<file path="src/rtl/mont_domain_convert_if.sv">
// Request/result bundle between a host and the Montgomery-domain converter.
// Master drives the operand request, slave returns busy/valid/result.
interface mont_domain_convert_if #(
  parameter int DATA_LENGTH = 64
);
  logic                   start_i;
  logic [DATA_LENGTH-1:0] x_i;
  logic [DATA_LENGTH-1:0] q_i;
  logic [DATA_LENGTH-1:0] q_bl_i;
  logic                   busy_o;
  logic                   valid_o;
  logic [DATA_LENGTH-1:0] x_m_o;

  modport master (
    output start_i, x_i, q_i, q_bl_i,
    input  busy_o, valid_o, x_m_o
  );

  modport slave (
    input  start_i, x_i, q_i, q_bl_i,
    output busy_o, valid_o, x_m_o
  );
endinterface

</file>
<file path="src/rtl/mont_domain_convert.sv">
// Bit-serial x -> x*2^q_bl mod q converter: MSB-first reduce of x,
// then k modular doublings, one conditional subtract per cycle.
module mont_domain_convert #(
  parameter int DATA_LENGTH = 64
) (
  input  logic                  clk_i,
  input  logic                  rst_i,
  mont_domain_convert_if.slave  bus
);
  localparam int DL = DATA_LENGTH;
  localparam int KW = $clog2(DL + 1);
  localparam int IW = $clog2(DL);
  localparam logic [DL-1:0] DL_V = DL[DL-1:0];

  typedef enum logic [1:0] {
    S_IDLE,
    S_REDUCE,
    S_SCALE
  } state_t;

  state_t r_state, w_state_nxt;

  logic [DL-1:0] r_x;
  logic [DL-1:0] r_q;
  logic [DL-1:0] r_acc;
  logic [DL-1:0] r_xm;
  logic [KW-1:0] r_k;
  logic [IW-1:0] r_idx;
  logic          r_valid;

  logic          w_load;
  logic          w_write;
  logic          w_bit;
  logic [KW-1:0] w_k_in;
  logic [DL:0]   w_t;
  logic [DL-1:0] w_diff;
  logic [DL-1:0] w_red;

  assign w_k_in = (bus.q_bl_i > DL_V) ? KW'(DL)
                                      : bus.q_bl_i[KW-1:0];

  // acc < q keeps t < 2q, so one subtract restores the invariant
  assign w_bit  = (r_state == S_REDUCE) ? r_x[r_idx] : 1'b0;
  assign w_t    = {r_acc, w_bit};
  assign w_diff = w_t[DL-1:0] - r_q;
  assign w_red  = (w_t >= {1'b0, r_q}) ? w_diff : w_t[DL-1:0];

  always_comb begin
    w_state_nxt = r_state;
    w_load      = 1'b0;
    w_write     = 1'b0;
    unique case (r_state)
      S_IDLE: begin
        if (bus.start_i) begin
          w_load      = 1'b1;
          w_state_nxt = S_REDUCE;
        end
      end
      S_REDUCE: begin
        if (r_idx == '0) begin
          if (r_k != '0) begin
            w_state_nxt = S_SCALE;
          end else begin
            w_write     = 1'b1;
            w_state_nxt = S_IDLE;
          end
        end
      end
      S_SCALE: begin
        if (r_k <= KW'(1)) begin
          w_write     = 1'b1;
          w_state_nxt = S_IDLE;
        end
      end
      default: w_state_nxt = S_IDLE;
    endcase
  end

  always_ff @(posedge clk_i) begin
    if (rst_i) begin
      r_state <= S_IDLE;
      r_x     <= '0;
      r_q     <= '0;
      r_acc   <= '0;
      r_xm    <= '0;
      r_k     <= '0;
      r_idx   <= '0;
      r_valid <= 1'b0;
    end else begin
      r_state <= w_state_nxt;
      r_valid <= w_write;
      if (w_load) begin
        r_x   <= bus.x_i;
        r_q   <= bus.q_i;
        r_k   <= w_k_in;
        r_acc <= '0;
        r_idx <= IW'(DL - 1);
      end else if (r_state == S_REDUCE) begin
        r_acc <= w_red;
        r_idx <= r_idx - 1'b1;
      end else if (r_state == S_SCALE) begin
        r_acc <= w_red;
        r_k   <= r_k - 1'b1;
      end
      if (w_write) begin
        r_xm <= w_red;
      end
    end
  end

  assign bus.busy_o  = (r_state != S_IDLE);
  assign bus.valid_o = r_valid;
  assign bus.x_m_o   = r_xm;
endmodule
</file>
<file path="src/flat_wrapper.sv">
// flat-port wrapper written by rule: the top's interface ports become plain ports
module mont_domain_convert_flat 
#(
  parameter int DATA_LENGTH = 64
)
  (clk_i, rst_i, bus_start_i, bus_x_i, bus_q_i, bus_q_bl_i, bus_busy_o, bus_valid_o, bus_x_m_o);
  mont_domain_convert_if #(.DATA_LENGTH(DATA_LENGTH)) bus_i ();
  input  logic clk_i;
  input  logic rst_i;
  input wire logic [$bits(bus_i.start_i)-1:0] bus_start_i;
  input wire logic [$bits(bus_i.x_i)-1:0] bus_x_i;
  input wire logic [$bits(bus_i.q_i)-1:0] bus_q_i;
  input wire logic [$bits(bus_i.q_bl_i)-1:0] bus_q_bl_i;
  output wire logic [$bits(bus_i.busy_o)-1:0] bus_busy_o;
  output wire logic [$bits(bus_i.valid_o)-1:0] bus_valid_o;
  output wire logic [$bits(bus_i.x_m_o)-1:0] bus_x_m_o;
  assign bus_i.start_i = bus_start_i;
  assign bus_i.x_i = bus_x_i;
  assign bus_i.q_i = bus_q_i;
  assign bus_i.q_bl_i = bus_q_bl_i;
  assign bus_busy_o = bus_i.busy_o;
  assign bus_valid_o = bus_i.valid_o;
  assign bus_x_m_o = bus_i.x_m_o;
  mont_domain_convert #(.DATA_LENGTH(DATA_LENGTH)) u_core (.clk_i(clk_i), .rst_i(rst_i), .bus(bus_i));
endmodule
</file>
<file path="config.mk">
export PLATFORM = sky130hd
export DESIGN_NAME = mont_domain_convert_flat
export DESIGN_NICKNAME = d
export VERILOG_FILES = /design/src/rtl/mont_domain_convert_if.sv /design/src/rtl/mont_domain_convert.sv /design/src/flat_wrapper.sv
export SDC_FILE = /design/constraint.sdc
export NUM_CORES = 1
export LEC_CHECK = 0
export BUFFER_PORTS_ARGS = -buffer_cell sky130_fd_sc_hd__buf_2
export CORE_MARGIN = 10
export CORE_UTILIZATION = 61
export DETAILED_ROUTE_END_ITERATION = 12
export GPL_ROUTABILITY_DRIVEN = 1
export PLACE_DENSITY = 0.93
export SLEW_MARGIN = 10
export SYNTH_ARGS = -nofsm -noshare
export SYNTH_HDL_FRONTEND = slang
export SYNTH_SLANG_ARGS = --single-unit
</file>
<file path="constraint.sdc">
create_clock -name clk_i -period 9.15 [get_ports clk_i]
set_input_delay 1.83 -clock clk_i [delete_from_list [all_inputs] [get_ports clk_i]]
set_output_delay 1.83 -clock clk_i [all_outputs]
set_load 0.02 [all_outputs]
</file>
==> metrics.csv, run 1 <==
metric;value;unit
Fin Hold WS;455;ps
Initial Utilization;61.6;%
count of final max-slew check failures;0;
Finish-stage setup viols;0;
most frequent cells in the layout;367 x nand2_1, 272 x dfxtp_1, 259 x a21oi_1;
WL final;41.8;mm
fin nets;2276;
Cell Pwr Density;354;mW/mm²
synthesis-stage register bit count;272;
most common cell after layout, fill and taps aside;nand2_1;
area post-placement;0.0158;mm²
WL per Instance;17.8;µm
postcts setup bufs;0;
Post-synth EDFFs;0;
worst vdd ir;0.280;mV
Setup TNS;0;ps
Via density;6.02;
Port-buffer cells;203;
Ant. Diodes;0;
hold_buf cts;0;
skew final;10.9;ps
Post-Route Utilization;69.4;%
CTS Sinks;272;
RSZ-0062 raised after global routing;no;
fin crit period;6150;ps
Ys Warns;0;
Max Root-Sink Buffers;3;
GR Overflow Total;0;
Rel. slew slack;19.4;%
Routed Antenna Nets;0;
Mapped Nets;2168;
initial antenna violation count;0;
ranking of synthesized cells by area;dfxtp_1 37%, nand2_1 9.3%, a21oi_1 8.7%, ha_1 6.1%, a211oi_1 4.3%;
Clock Tree Root;clkbuf_16;
vias in the first global route;13800;
HP Class;reg -> reg;
share of the synthesized area in the top cell type;36.7;%
Worst Path Required;9620;ps
DP Wirelength;29.0;mm
CTS tree;yes;
Slew @ Worst Pin;1210;ps
Area Overhead vs Synth;12.7;%
Post-Place Worst Slack;3170;ps
leakage power;6.99;nW
largest net degree at the start of global routing;101;
die area;0.0310;mm²
DIE WIDTH;176;µm
CTS HTree Levels;1;
router iterations before antenna repair;6;
WP data arrival;6620;ps
Seq/Total Area, Yosys;36.7;%
CP Launch Type;register;
post_cts resized;0;
hold depth;2;
final worst slack;3000;ps
Max Cap Viol;0;
Final period util;67.2;%
outcome;completed;
Synth cell types;70;
drt drc;0;
core footprint;0.0241;mm²
later-pin clock latency in the skew report;560;ps
all-layer global routing usage;25.5;%
top fanout value on the critical path;19;
Fin. Hold Viols;0;
vias after detailed routing;14200;
Iter 0 DRT Violations;1407;
clock-pin transition on the worst setup and hold timing paths;60;ps
Final GP Congestion;0.934;
Synth Cell Area;0.0149;mm²
Post-Synthesis Cells;1899;
I/O Pins;261;
first-pass GRT wire length;67.2;mm
post-synth top area cell;dfxtp_1;
Max Freq;163;MHz
R2R depth;17;
endpoint class of the critical path;register;
# rows;57;
Crit Path Category;reg -> reg;
Synth async-reset ratio;0;%
final non-filler cell area;0.0167;mm²
die height;176;µm
TritonCTS buffer count;27;
syn_area_per_cell;7.82;µm²
layout cells sized above 1;15.0;%
Primary FF master, synth;dfxtp_1;
where the power goes:
group / switching, mW / internal, mW / total [mW]
registers: 0.130 / 1.35 / 1.48
clock network: 0.476 / 0.645 / 1.12
logic: 2.05 / 1.27 / 3.33
cell families (layout without fill, tap and decap cells):
family | count (synthesis) | count (layout) | synth area share, %
AO/OA/AOI/OAI | 584 | 584 | 24.0
XOR/XNOR | 58 | 58 | 3.42
adder cells (fa/ha/maj) | 74 | 74 | 6.28
buffers and inverters | 224 | 352 | 5.89
flip-flops | 272 | 272 | 36.7
multiplexers | 68 | 68 | 6.42
AND/OR/NAND/NOR | 619 | 619 | 17.3
registers in the layout (all words and copies together), names as in the netlist:
| register | flops |
|---|---|
| u_core.bus.x_m_o | 64 |
| u_core.r_q | 64 |
| u_core.r_x | 64 |
| u_core.r_idx | 6 |
| u_core.r_state | 2 |
| u_core.bus.valid_o | 1 |
| u_core.r_acc | 64 |
| u_core.r_k | 7 |
path summary, 6_finish.rpt:
path                                 startpoint                    to  slack (ps)
worst max-delay path            u_core.r_idx[1]  u_core.bus.x_m_o[56]        3000
worst min-delay path             u_core.r_q[29]        u_core.r_q[29]         460
worst max register to register  u_core.r_idx[1]  u_core.bus.x_m_o[56]        3000
worst min register to register   u_core.r_q[29]        u_core.r_q[29]         460
metal layers:
metal	track usage [%]	share of wire (%)	vias to the layer above
li1	-	-	6837
met1	31.1	41	6614
met2	44.4	49	595
met3	4.49	7.2	118
met4	9.04	3.2	0
met5	0	0	-
area by class of cell:
type | instances | area, µm²
multi-input combinational | 1403 | 8570
fill | 1884 | 7370
sequential | 272 | 5450
timing repair buffer | 211 | 1080
clock buffer | 40 | 774
tap | 324 | 405
inverter | 92 | 345
clock inverter | 9 | 118
cells in the mapped netlist, drive strengths merged (7+ instances only):
cell	instances
mux2	8
o21bai	18
and3	10
xor2	17
nand4	20
a211oi	85
nor2b	8
o21a	11
mux4	21
a21oi	261
nand2	369
xnor2	41
mux2i	39
nand3	13
o21ai	108
a221oi	7
ha	73
dfxtp	272
a31oi	15
inv	92
buf	21
a21o	31
nor2	148
clkbuf	111
nor3	19
worst max-delay path, stage by stage, from the launching register on:
cell	delay, ps
dfxtp_1	950
mux4_2	440
mux4_2	500
mux4_2	480
nand2_1	110
ha_1	180
inv_1	70
fa_1	400
a21o_1	210
a221oi_1	360
o21a_1	230
a211oi_1	130
a221oi_1	650
o31ai_1	310
a21oi_1	390
mux2i_1	240
a31oi_1	120
a211oi_1	270
metrics by stage:
| stage | total power, mW | std cells |
|---|---|---|
| 4_1_cts | 5.87 | 2351 |
| 5_1_grt | 6.32 | 2351 |
| 6_report | 5.92 | 2351 |
| 3_3_place_gp | 4.62 | 2302 |
| 2_1_floorplan | 4.04 | 1899 |
| 3_5_place_dp | 4.72 | 2302 |
No activity file was read; power rests on OpenSTA's default activity.
==> run 2, diff against run 1 <==
--- a/config.mk
+++ b/config.mk
@@ -7,10 +7,10 @@
 export LEC_CHECK = 0
 export BUFFER_PORTS_ARGS = -buffer_cell sky130_fd_sc_hd__buf_2
 export CORE_MARGIN = 10
-export CORE_UTILIZATION = 61
+export CORE_UTILIZATION = 51
 export DETAILED_ROUTE_END_ITERATION = 12
 export GPL_ROUTABILITY_DRIVEN = 1
-export PLACE_DENSITY = 0.93
+export PLACE_DENSITY = 0.84
 export SLEW_MARGIN = 10
 export SYNTH_ARGS = -nofsm -noshare
 export SYNTH_HDL_FRONTEND = slang
==> constraint.sdc (replaced) <==
create_clock -name clk_i -period 5.1 [get_ports clk_i]
set_input_delay 1.02 -clock clk_i [delete_from_list [all_inputs] [get_ports clk_i]]
set_output_delay 1.02 -clock clk_i [all_outputs]
set_load 0.02 [all_outputs]
==> run 2 against run 1 <==
  * Utilization decreased by 8.8 points
  * Critical path type unchanged
  * Sequential share of layout area down 1.2 points
  * Non-clock buffer count rose by 32
  * Count of clock-buffer cells in the layout fell by 1
  * Clock power rose by 95%
  * Critical path depth grew 6
  * First-iteration DRC count decreased by 28%
  * Cell count rose by 3.9%
  * Clock skew up 4.3 ps
  * Critical endpoint unchanged
==> metrics.csv, run 2 (synthesized netlist as in run 1, its figures left out) <==
metric;value;unit;change
all-layer global routing usage;22.0;%;-3.5 points
Initial Utilization;51.8;%;-9.9 points
GR Overflow Total;0;;unchanged
Area Overhead vs Synth;17.2;%;
most frequent cells in the layout;366 x nand2_1, 271 x dfxtp_1, 255 x a21oi_1;;
later-pin clock latency in the skew report;560;ps;about the same
top fanout value on the critical path;4;;-15
Via density;5.70;;-5.3%
Ant. Diodes;0;;unchanged
Final period util;98.7;%;+32 points
CTS HTree Levels;1;;unchanged
Comb pwr share;57.7;%;+1.6 points
die height;191;µm;+8.3%
fin crit period;5040;ps;-1110 ps
I/O Pins;261;;unchanged
Clk pwr share;19.1;%;+0.2 points
initial antenna violation count;0;;unchanged
WP data arrival;5500;ps;-1120 ps
skew final;15.2;ps;+4.31 ps
Iter 0 DRT Violations;1011;;-28%
hold_buf cts;0;;unchanged
WL final;42.1;mm;+0.76%
Slew @ Worst Pin;1080;ps;-131 ps
DP Wirelength;30.0;mm;+3.4%
die area;0.0364;mm²;+17%
core footprint;0.0287;mm²;+19%
router iterations before antenna repair;6;;unchanged
final non-filler cell area;0.0174;mm²;+4.0%
Rel. slew slack;28.2;%;+8.8 points
sw frac;43.9;%;-0.97 points
layout cells sized above 1;17.8;%;+2.7 points
Port-buffer cells;203;;unchanged
drt drc;0;;unchanged
CTS Sinks;272;;unchanged
TritonCTS buffer count;28;;+3.7%
vias after detailed routing;13900;;-1.6%
worst vdd ir;0.466;mV;+66%
DIE WIDTH;191;µm;+8.3%
CP Launch Type;register;;
vias in the first global route;13700;;-0.67%
endpoint class of the critical path;register;;
largest net degree at the start of global routing;147;;+46%
area post-placement;0.0161;mm²;+1.9%
Routed Antenna Nets;0;;unchanged
Clock Tree Root;clkbuf_16;;
final worst slack;63.8;ps;-2940 ps
Max Root-Sink Buffers;3;;unchanged
Setup TNS;0;ps;unchanged
WL per Instance;17.3;µm;-3.0%
HP Class;reg -> reg;;
Max Freq;199;MHz;+22%
RSZ-0062 raised after global routing;yes;;
most common cell after layout, fill and taps aside;nand2_1;;
Cell Pwr Density;653;mW/mm²;+85%
first-pass GRT wire length;67.4;mm;+0.41%
internal power;6.37;mW;+95%
Finish-stage setup viols;0;;unchanged
count of final max-slew check failures;0;;unchanged
Final GP Congestion;0.928;;-0.59%
CTS tree;yes;;
FILL cells;2532;;+34%
outcome;completed;;
Fin. Hold Viols;0;;unchanged
leakage power;7.25;nW;+3.7%
Flop pwr share;23.2;%;-1.7 points
Post-Place Worst Slack;-197;ps;-3370 ps
Max Cap Viol;0;;unchanged
Crit Path Category;reg -> reg;;
fin nets;2309;;+1.4%
# rows;62;;+8.8%
Fin Hold WS;451;ps;-4.17 ps
Worst Path Required;5560;ps;-4060 ps
clock-pin transition on the worst setup and hold timing paths;60;ps;about the same
switching pwr;4.99;mW;+88%
[run 2: changes by cell type in the layout (fill, tap and decap cells not counted), moves of 4 or more]
| cell | previous run | this run |
|---|---|---|
| buf_4 | 8 | 30 |
| buf_12 | 0 | 7 |
| a211oi_1 | 85 | 80 |
| a211oi_2 | 0 | 4 |
| a21oi_1 | 259 | 255 |
| a21oi_2 | 2 | 6 |
[run 2: what timing repair did]
item	CTS	global route
endpoints found under the setup margin	14	27
pin swaps	4	27
buffers inserted	6	3
gates resized for setup	12	31
[run 2: final timing paths]
| path | startpoint | end | slack [ps] | cells past startpoint |
|---|---|---|---|---|
| setup / recovery | u_core.r_idx[0] | u_core.bus.x_m_o[56] | 60 | 23 |
| hold / removal | u_core.bus.x_m_o[2] | u_core.bus.x_m_o[2] | 450 | 2 |
| setup reg to reg | u_core.r_idx[0] | u_core.bus.x_m_o[56] | 60 | 23 |
| hold reg to reg | u_core.bus.x_m_o[2] | u_core.bus.x_m_o[2] | 450 | 2 |
[run 2: area by class of cell]
class	instances	area, µm²	share of cell area, %
clock buffer	39	772	4.44
tap	384	480	2.76
inverter	92	345	1.98
timing repair buffer	243	1420	8.17
multi-input combinational	1403	8750	50.3
sequential	272	5450	31.3
clock inverter	10	193	1.11
[run 2: power groups by stage]
| stage | Combinational, mW | Clock (mW) | Sequential, mW |
|---|---|---|---|
| 2_1_floorplan | 4.64 | 0 | 2.62 |
| 3_3_place_gp | 6.05 | 0 | 2.64 |
| 3_5_place_dp | 6.14 | 0 | 2.67 |
| 4_1_cts | 6.26 | 2.20 | 2.63 |
| 5_1_grt | 7.18 | 2.29 | 2.67 |
| 6_report | 6.56 | 2.18 | 2.63 |
[run 2: routing by layer]
| layer | global-route usage [%] | routed length (µm) | vias to the layer above |
|---|---|---|---|
| li1 | - | - | 6894 |
| met1 | 27.7 | 18200 | 6528 |
| met2 | 37.1 | 19800 | 439 |
| met3 | 4.50 | 2870 | 72 |
| met4 | 6.81 | 1290 | 0 |
| met5 | 0 | 0 | - |
[run 2: worst max-delay path, cell delays in order, from the launching register on]
cell and delay, ps:
dfxtp_2 350, buf_12 130, buf_12 120, mux4_2 500, mux4_2 470, mux4_2 490, nand2_2 100, ha_4 130
inv_2 40, fa_2 360, a21o_1 210, a221oi_2 230, buf_4 150, buf_4 90, o21a_1 150, a211oi_2 90
a221oi_2 230, buf_4 170, o31ai_4 70, a21oi_1 160, buf_4 140, mux2i_1 190, a31oi_1 120, a211oi_1 230
[run 2: stage by stage]
step           instances  total power [mW]  utilization [%]
6_report            2443              11.4             60.6
4_1_cts             2440              11.1             60.0
3_3_place_gp        2385              8.69             56.2
5_1_grt             2443              12.1             60.6
3_5_place_dp        2385              8.81             56.2
2_1_floorplan       1899              7.26                -
